===== src/rtl/sop_sweep_engine.sv =====
// Programmable sum-of-products / product-of-sums evaluator: minterm mask with
// single registered lookup and a handshaked full truth-table sweep that counts 1-rows.
module sop_sweep_engine #(
  parameter int unsigned N_IN = 4
) (
  input  logic            clk,
  input  logic            rst_n,
  input  logic            cfg_clr,
  input  logic            cfg_we,
  input  logic [N_IN-1:0] cfg_idx,
  input  logic            cfg_val,
  input  logic            mode_pos,
  input  logic [N_IN-1:0] eval_in,
  output logic            eval_out,
  input  logic            start,
  output logic            busy,
  output logic            out_valid,
  input  logic            out_ready,
  output logic [N_IN-1:0] out_idx,
  output logic            out_bit,
  output logic            out_last,
  output logic [N_IN:0]   ones_cnt,
  output logic            done
);

  localparam int unsigned DEPTH = 1 << N_IN;
  localparam int unsigned CW    = N_IN + 1;

  typedef enum logic [1:0] {
    S_IDLE,
    S_RUN,
    S_DONE
  } state_t;

  state_t            state;
  logic [DEPTH-1:0]  mask;
  logic              mode_q;
  logic [CW-1:0]     acc;
  logic [CW-1:0]     acc_nxt;
  logic [N_IN-1:0]   nxt_idx;
  logic              cfg_en;

  assign cfg_en  = (state != S_RUN);
  assign nxt_idx = out_idx + N_IN'(1);
  assign acc_nxt = acc + CW'(out_bit);

  // Mask storage: frozen while sweeping; a same-cycle clear is overridden by the write.
  always_ff @(posedge clk or negedge rst_n) begin
    if (!rst_n) begin
      mask <= '0;
    end else if (cfg_en) begin
      if (cfg_clr) mask <= '0;
      if (cfg_we)  mask[cfg_idx] <= cfg_val;
    end
  end

  // Single lookup, live mode, sees the mask before any same-edge write.
  always_ff @(posedge clk or negedge rst_n) begin
    if (!rst_n) begin
      eval_out <= 1'b0;
    end else begin
      eval_out <= mode_pos ^ mask[eval_in];
    end
  end

  // Sweep controller; out_idx doubles as the row counter.
  always_ff @(posedge clk or negedge rst_n) begin
    if (!rst_n) begin
      state     <= S_IDLE;
      mode_q    <= 1'b0;
      acc       <= '0;
      busy      <= 1'b0;
      out_valid <= 1'b0;
      out_idx   <= '0;
      out_bit   <= 1'b0;
      out_last  <= 1'b0;
      ones_cnt  <= '0;
      done      <= 1'b0;
    end else begin
      done <= 1'b0;
      case (state)
        S_IDLE: begin
          if (start) begin
            state     <= S_RUN;
            mode_q    <= mode_pos;
            acc       <= '0;
            busy      <= 1'b1;
            out_valid <= 1'b1;
            out_idx   <= '0;
            out_bit   <= mode_pos ^ mask[0];
            out_last  <= 1'b0;
          end
        end
        S_RUN: begin
          if (out_ready) begin
            acc <= acc_nxt;
            if (out_last) begin
              state     <= S_DONE;
              busy      <= 1'b0;
              out_valid <= 1'b0;
              out_bit   <= 1'b0;
              out_last  <= 1'b0;
              ones_cnt  <= acc_nxt;
              done      <= 1'b1;
            end else begin
              out_idx  <= nxt_idx;
              out_bit  <= mode_q ^ mask[nxt_idx];
              out_last <= (nxt_idx == N_IN'(DEPTH - 1));
            end
          end
        end
        S_DONE:  state <= S_IDLE;
        default: state <= S_IDLE;
      endcase
    end
  end

endmodule


===== config.mk =====
export PLATFORM = sky130hd
export DESIGN_NAME = sop_sweep_engine
export DESIGN_NICKNAME = d
export VERILOG_FILES = /design/src/rtl/sop_sweep_engine.sv
export SDC_FILE = /design/constraint.sdc
export NUM_CORES = 1
export LEC_CHECK = 0
export BUFFER_PORTS_ARGS = -buffer_cell sky130_fd_sc_hd__buf_2
export CORE_MARGIN = 4
export CORE_UTILIZATION = 44
export CTS_CLUSTER_SIZE = 30
export DETAILED_ROUTE_END_ITERATION = 6
export PLACE_DENSITY = 0.61
export SYNTH_ARGS = -nofsm -noshare
export SYNTH_HDL_FRONTEND = slang
export SYNTH_SLANG_ARGS = --single-unit

===== constraint.sdc =====
create_clock -name clk -period 5 [get_ports clk]
set_input_delay 1 -clock clk [delete_from_list [all_inputs] [get_ports clk]]
set_output_delay 1 -clock clk [all_outputs]
set_load 0.02 [all_outputs]

**Word-level counts from Yosys, hierarchy flattened**

Index checks and enable logic that the tools add are counted.
Widths: inputs -> output; s select.

- Logic and storage cells: 72
- Register bits: 38
- Bits of input ports: 16
- Output and inout port bits: 15

- Equal/unequal tests: 7
- Mux-type cells: 36
- Reductions and logical operators: 9
- $lt $le $gt $ge: 4
- Bitwise operators: 3
- Add/subtract/negate cells: 2

Operators by type and width:

| cell | count |
|---|---|
| $mux 16 | 3 |
| $bwmux 16 | 1 |
| $lt 4x5->1 const B | 3 |
| $mux 1 | 15 |
| $mux 4 | 3 |
| $mux 5 | 2 |
| $pmux 5 s2 | 1 |
| $reduce_and 3->1 | 3 |
| $bmux 1 s4 | 2 |
| $ne 2x2->1 const B | 4 |
| $pmux 4 s2 | 1 |
| $reduce_and 4->1 | 2 |
| $mux 2 | 3 |
| $pmux 1 s2 | 3 |
| $add 5x1->5 | 1 |
| $add 4x1->4 const B | 1 |
| $demux 1 s4 | 1 |
| $eq 4x4->1 const B | 1 |
| $ge 4x1->1 const B | 1 |
| $pmux 2 s2 | 1 |
| $xor 1x1->1 | 3 |
| $eq 2x1->1 const B | 1 |
| $logic_not 2->1 | 1 |
| $ne 2x1->1 const B | 1 |
| other kinds (3) | 3 |

**Depth between registers and ports, before layout**

Gate-level depths: netlist of run 1.

- Word-level depth: 7
- Gate-level depth with buffers: 7
- Mapped depth without buffers: 6

**Worst setup path before layout of run 1**

OpenSTA, ideal clock, no wires.

- Kind: register to register
- Start: register out_idx[0]
- End: register out_bit
- Clock period less this slack: 2.468 ns
- Required time: 4.928 ns
- Setup time: 0.072 ns
- Arrival time: 2.395 ns
- Path buffers: 1
- Path slack: 2.532 ns
- Stages on the path, launching flop included: 8
- Path through: dfrtp_1 buf_6 inv_1 ha_1 mux4_1 mux4_2 mux2_1 nor2_1

- Cells in the longest elaborated chain, start to end: 7

Ends and longest elaborated chain:

| element | RTL line | text |
|---|---|---|
| start: declaration | 19 | `output logic [N_IN-1:0] out_idx,` |
| start signal: assignment | 106 | `out_idx <= nxt_idx;` |
| $add 4x1->4 | 44 | `assign nxt_idx = out_idx + N_IN'(1);` |
| $bmux 1 s4 | 107 | `out_bit <= mode_q ^ mask[nxt_idx];` |
| $mux 1 (not written as such) | 107 |  |
| $xor 1x1->1 | 107 |  |
| $mux 1 | 97 | `if (out_last) begin` |
| $mux 1 | 95 | `if (out_ready) begin` |
| $pmux 1 s2 | 81 | `case (state)` |
| end signal: assignment | 90 | `out_bit <= mode_pos ^ mask[0];` |
| end signal: assignment | 107 |  |
| end: declaration | 20 | `output logic out_bit,` |

No other way between the ends. The select of a mux whose other input is x is not followed.
A chain may end at the register's enable or synchronous reset.

**Final worst setup path of run 1**

Ends and elaborated chain as after synthesis.

==> metrics.md, run 1 <==
| Metric | Value |
|---|---|
| Status | completed |
| Post-Route WL | 4310 um |
| Via count | 1551 |
| Number of synthesized flops with an enable pin | 0 |
| Setup violators final | 0 |
| Crit end category | flip-flop |
| Area growth syn-to-layout | 13.57% |
| Critical Path Start Type | flip-flop |
| HP Class | reg -> reg |
| DIE AREA | 5642 sq um |
| # Max-Cap Violations | 0 |
| Resized cells post-CTS | 0 |
| Worst path slowest cell | mux4_1 |
| Netlist Area Pre-Place | 1982 sq um |
| Most frequent cell after synthesis | dfrtp_1 |
| Leak pwr | 1.044 nW |
| First-pass GRT wire length | 7217 um |
| Setup_tns | 0 ps |
| Die H | 75.12 um |
| Layout cell share with drive strength beyond 1 | 21.43% |
| Setup repair bufs after CTS | 0 |
| HPWL Detailed | 3392 um |
| Synthesized instance count | 179 |
| Row count | 24 |
| Main synth FF type | dfrtp_1 |
| Worst R2R Setup Slack | 2470 ps |
| Vias in the first global route | 1550 |
| GRT overflow | 0 |
| Setup Skew | 5.820 ps |
| Worst Path Arrival | 2760 ps |
| Total CTS buffers | 5 |
| Setup WS pre-CTS | 2486 ps |
| Net Count, Synth | 199 |
| Inserted Diodes | 0 |
| WS Path Type | reg -> reg |
| Worst path required time | 5220 ps |
| Max Freq | 0.3950 GHz |
| Final Wtd Congestion | 0.8122 |
| Core ar. | 4354 sq um |
| Peak VDD IR | 0.1419 mV |
| End-of-flow core utilization | 51.70% |
| CTS H-tree depth | 2 |
| TritonRoute pass-1 iters | 4 |
| Mean Syn Cell Area | 11.07 sq um |
| Final #Nets | 229 |
| Initial antenna violation count | 0 |
| Post-route clock period utilization | 50.63% |
| Worst path max stage delay | 560 ps |
| Synth area leader | dfrtp_1 |
| Hold buffers post-CTS | 0 |
| Critical Path Fanout Max | 9 |
| Worst Path Buf+Inv | 1 |
| Routed Antenna Nets | 0 |
| Die W | 75.12 um |
| Cell Pwr Density | 454.9 nW/um^2 |
| Setup WS post-layout | 2469 ps |
| Slew Limit Fails | 0 |
| Routed len/inst | 16.45 um |
| I/O Pins | 31 |
| Yosys top cell area share | 47.98% |
| Detailed-route DRC error count | 0 |
| CP cell instances | inv_1 -> ha_1 -> mux4_1 -> mux4_2 -> mux2_1 -> nor2_1 |
| Post-synth ARST share | 100.0% |
| #FFs+latches synth | 38 |
| Avg Vias per Cell | 5.920 |
| Yosys warns | 0 |
| Worst slew pin tran | 830.1 ps |
| Commonest cells in the netlist | dfrtp_1, nand2_1, o31ai_1, o211ai_1, o21ai_0 |
| Largest net degree at the start of global routing | 39 |
| Cell family with the largest share of critical-path delay | multiplexers |
| CTS tree | built |
| Period minus WS final | 2531 ps |
| Skew-Pair Late Insertion Delay | 290 ps |
| Port Buf Inserts | 30 |
| Synth unique cells | 34 |
| Clock root buffer | clkbuf_8 |
| Total track usage | 17.29% |
| Relative slew margins | 44.66% |
| Largest cells by area after synthesis | dfrtp_1, mux4_2, mux4_1 |
| Sequential-to-total area share from yosys stat | 47.98% |
| Initial drt markers | 51 |
| Clock-pin slew on the worst setup and hold paths | 70 ps |
| Unrepaired setup endpoints after global routing | false |
| Clk sink count | 38 |
| Initial Util | 45.52% |
| Max clock buf depth | 2 |
| Final hold vios | 0 |
-- tightest hold or removal path, cell delays in order (launching register included) --
cell and delay [ps]:
dfrtp_1 340, nand2_1 40, o21ai_0 60
-- cell usage in the layout, fill, tap and decap left out, types with 5 or more instances in the layout --
cell	Yosys	routed
nand2_1	21	21
buf_2	0	30
mux4_2	5	5
clkbuf_8	0	6
dfrtp_1	38	38
nor2_1	11	11
o211ai_1	13	13
o21ai_0	12	12
inv_1	6	6
nand3_1	11	11
xor2_1	5	5
o31ai_1	14	14
-- final timing paths --
path                             start     endpoint  cells past startpoint
max in group asynchronous        rst_n       acc[1]                      1
hold reg to reg            ones_cnt[4]  ones_cnt[4]                      2
setup / recovery            out_idx[0]      out_bit                      6
setup reg to reg            out_idx[0]      out_bit                      6
min in group asynchronous        rst_n       acc[4]                      1
hold / removal             ones_cnt[4]  ones_cnt[4]                      2
-- cell families after synthesis --
logic type	after synthesis	synth area share, %
and+or+nand+nor	54	12.63
adders and majority gates	4	2.525
xor gates and xnor gates	7	3.093
buffers and inverters	13	3.030
AOI/OAI and AO/OA	49	16.98
muxes	14	13.76
DFF	38	47.98
-- state kept, by name (all words and copies together) (netlist names) --
signal and count:
mask 16, out_last 1, out_valid 1, state 2, eval_out 1, acc 5
done 1, ones_cnt 5, mode_q 1, out_idx 4, out_bit 1
-- metal layers --
metal / vias to the layer above / global-route usage (%) / part of all wire (%)
met3: 11 / 4.673 / 5.0
met1: 762 / 19.97 / 41
met4: 0 / 8.696 / 2.6
li1: 732 / - / -
met2: 46 / 29.40 / 51
met5: - / 0 / 0
-- power breakdown --
group	switching (mW)	total (mW)	internal (mW)
logic	0.195	0.356	0.161
registers	0.0742	0.454	0.380
clock network	0.103	0.214	0.111
total	0.372	1.02	0.652
-- through the flow --
step	cell area [sq um]	power (mW)	hold WS (ps)	cells
5_1_grt	2251	1.095	518.5	262
6_report	2251	1.024	485.6	262
4_1_cts	2251	1.037	494.9	262
3_3_place_gp	2160	0.8045	459.9	254
3_5_place_dp	2160	0.8215	479.0	254
2_1_floorplan	1982	0.7167	469.2	179
-- cell type report --
| class | count | area, sq um |
|---|---|---|
| inverter | 6 | 22.52 |
| fill | 387 | 2103 |
| clock buffer | 7 | 86.33 |
| sequential | 38 | 950.9 |
| multi-input combinational | 128 | 970.9 |
| clock inverter | 1 | 5.005 |
| timing repair buffer | 30 | 150.1 |
| tap | 52 | 65.06 |
No activity file was read; power rests on OpenSTA's default activity.
==> run 2, diff against run 1 <==
- ABC_AREA: unset -> 1
- clock period: 5 -> 2.42 ns (I/O delays scaled with it)
==> metrics.md, run 2 <==
| Metric | Value |
|---|---|
| Max Freq | 0.5233 GHz (+32%) |
| Clk sink count | 38 (unchanged) |
| CTS tree | built |
| Area occupied by multi-input gates | 980.9 sq um (+1.0%) |
| Row count | 25 (+4.2%) |
| Setup_tns | 0 ps (unchanged) |
| Metal2 WL | 2122 um (-4.1%) |
| Initial drt markers | 93 (+82%) |
| Top flop regs | mask (16), acc (5), ones_cnt (5) |
| Main synth FF type | dfrtp_1 |
| Largest net degree at the start of global routing | 39 (unchanged) |
| Yosys top cell area share | 43.21% (-4.8 points) |
| Layout cell share with drive strength beyond 1 | 17.55% (-3.9 points) |
| Area growth syn-to-layout | 12.79% |
| Slew Limit Fails | 0 (unchanged) |
| Clock-pin slew on the worst setup and hold paths | 80 ps (about the same) |
| Most frequent cells in the layout | nand2_1, inv_1, dfrtp_1 |
| Final hold vios | 0 (unchanged) |
| Yosys warns | 0 (unchanged) |
| Vias in the first global route | 1808 (+17%) |
| TritonRoute pass-1 iters | 4 (unchanged) |
| Total CTS buffers | 5 (unchanged) |
| Largest cells by area after synthesis | dfrtp_1, nand2_1, inv_1 |
| CTS H-tree depth | 2 (unchanged) |
| Net Count, Synth | 308 (+55%) |
| Unrepaired setup endpoints after global routing | false |
| Final Wtd Congestion | 0.9054 (+11%) |
| Mean Syn Cell Area | 7.642 sq um (-31%) |
| Setup violators final | 0 (unchanged) |
| HP Class | in -> async |
| Via count | 1888 (+22%) |
| HPWL Detailed | 3767 um (+11%) |
| Post-synth ARST share | 100.0% (unchanged) |
| Critical Path Start Type | flip-flop |
| Final instance area | 2482 sq um (+10%) |
| Initial Util | 45.99% (+0.47 points) |
| Worst Path Arrival | 2140 ps (-620 ps) |
| Netlist Area Pre-Place | 2201 sq um (+11%) |
| Post-Route WL | 4947 um (+15%) |
| Clock root buffer | clkbuf_8 |
| Routed len/inst | 12.82 um (-22%) |
| Synthesized instance count | 288 (+61%) |
| Final #Nets | 338 (+48%) |
| Max layer used | met4 |
| Hold buffers post-CTS | 0 (unchanged) |
| Register area | 950.9 sq um (unchanged) |
| Most frequent cell after synthesis | nand2_1 |
| Number of synthesized flops with an enable pin | 0 (unchanged) |
| Critical Path Fanout Max | 13 (+4) |
| Placed instance area | 2387 sq um (+11%) |
| Synth unique cells | 31 (-8.8%) |
| Cell Pwr Density | 1140 nW/um^2 (+150%) |
| Met3 WL | 210 um (-3.2%) |
| #FFs+latches synth | 38 (unchanged) |
| Worst slew pin tran | 857.5 ps (+27.38 ps) |
| First-pass GRT wire length | 8286 um (+15%) |
| Filler Cell Count | 476 (+23%) |
| Met1 WL | 2492 um (+41%) |
| Initial antenna violation count | 0 (unchanged) |
| Worst path required time | 2650 ps (-2570 ps) |
| Register with the most flip-flops | mask |
| Core ar. | 4786 sq um (+9.9%) |
| Reg-to-reg endpoint | out_bit |
| I/O Pins | 31 (unchanged) |
| Period minus WS final | 1911 ps (-620.7 ps) |
| Skew-Pair Late Insertion Delay | 290 ps (about the same) |
| Port Buf Inserts | 30 (unchanged) |
| Post-route clock period utilization | 78.96% (+28 points) |
| End-of-flow core utilization | 51.87% (+0.17 points) |
| Relative slew margins | 42.83% (-1.8 points) |
| WS Path Type | reg -> reg |
| GRT overflow | 0 (unchanged) |
| DIE AREA | 6198 sq um (+9.8%) |
| Resized cells post-CTS | 0 (unchanged) |
| Die W | 78.73 um (+4.8%) |
| Routed Antenna Nets | 0 (unchanged) |
| Worst R2R Setup Slack | 510 ps (-1960 ps) |
| Commonest cells in the netlist | nand2_1, inv_1, dfrtp_1, o21ai_0, nand3_1 |
| Sequential-to-total area share from yosys stat | 43.21% (-4.8 points) |
| Peak VDD IR | 0.4757 mV (+240%) |
| Status | completed |
| Total track usage | 17.45% (+0.16 points) |
| Worst Hold Slack | 292.1 ps (-193.5 ps) |
| Die H | 78.73 um (+4.8%) |
| Max clock buf depth | 2 (unchanged) |
| Synth area leader | dfrtp_1 |
| # Max-Cap Violations | 0 (unchanged) |
| Leading cell type in the layout, fill and taps excluded | nand2_1 |
| Avg Vias per Cell | 4.891 (-17%) |
| Max reg flops | 16 (unchanged) |
| Crit end category | flip-flop |
| Detailed-route DRC error count | 0 (unchanged) |
| Leak pwr | 1.329 nW (+27%) |
| Setup Skew | 5.550 ps (-0.2703 ps) |
| Inserted Diodes | 0 (unchanged) |
| Setup repair bufs after CTS | 0 (unchanged) |
| Cell depth of the worst flop-to-flop path | 9 (+3) |
| Reg-to-reg startpoint | out_idx[0] |
-- run 2: per-layer routing --
metal	up-vias	track usage (%)
met5	-	0
met1	863	24.18
li1	972	-
met4	0	7.517
met2	43	26.06
met3	10	4.082
-- run 2: area by class of cell --
| type | instances | share of cell area [%] |
|---|---|---|
| Multi-Input combinational cell | 184 | 39.52 |
| Clock buffer | 6 | 3.327 |
| Clock inverter | 2 | 0.5040 |
| Sequential cell | 38 | 38.31 |
| Tap cell | 67 | 3.377 |
| Inverter | 59 | 8.921 |
| Timing Repair Buffer | 30 | 6.048 |
-- run 2: power by group --
| part | internal (mW) | switching, mW |
|---|---|---|
| Sequential | 0.868 | 0.176 |
| Combinational | 0.464 | 0.858 |
| Clock | 0.229 | 0.236 |
-- run 2: how the worst max path moves through the flow --
| stage | start | endpoint | slack, ps |
|---|---|---|---|
| global placement | out_idx[0] | out_bit | 610 |
| finish | out_idx[0] | out_bit | 510 |
| detailed placement | out_idx[0] | out_bit | 510 |
| floorplan | out_idx[0] | out_bit | 750 |
| CTS | out_idx[0] | out_bit | 500 |
| global route | out_idx[0] | out_bit | 310 |
-- run 2: per-stage QoR --
step | total power [mW] | instances | setup WS (ps)
finish | 2.830 | 386 | 509.2
global route | 3.096 | 386 | 312.4
CTS | 2.853 | 386 | 496.6
detailed placement | 2.377 | 378 | 509.8
global placement | 2.347 | 378 | 605.9
floorplan | 2.037 | 288 | 751.5
-- run 2: logic make-up after synthesis --
group / after synthesis / synth area share [%]
xor gates and xnor gates: 9 / 3.923
and+or+nand+nor: 106 / 21.77
buffers and inverters: 66 / 12.22
AOI/OAI and AO/OA: 65 / 16.60
adders and majority gates: 4 / 2.274
DFF: 38 / 43.21
-- run 2: worst max-delay path: stages, from the launching register on --
cell	delay, ps
dfrtp_1	590
inv_2	160
ha_1	400
inv_1	140
nand3_1	100
nand3_1	90
nand3_2	80
nand3_1	100
nand3_2	80
a21oi_2	110
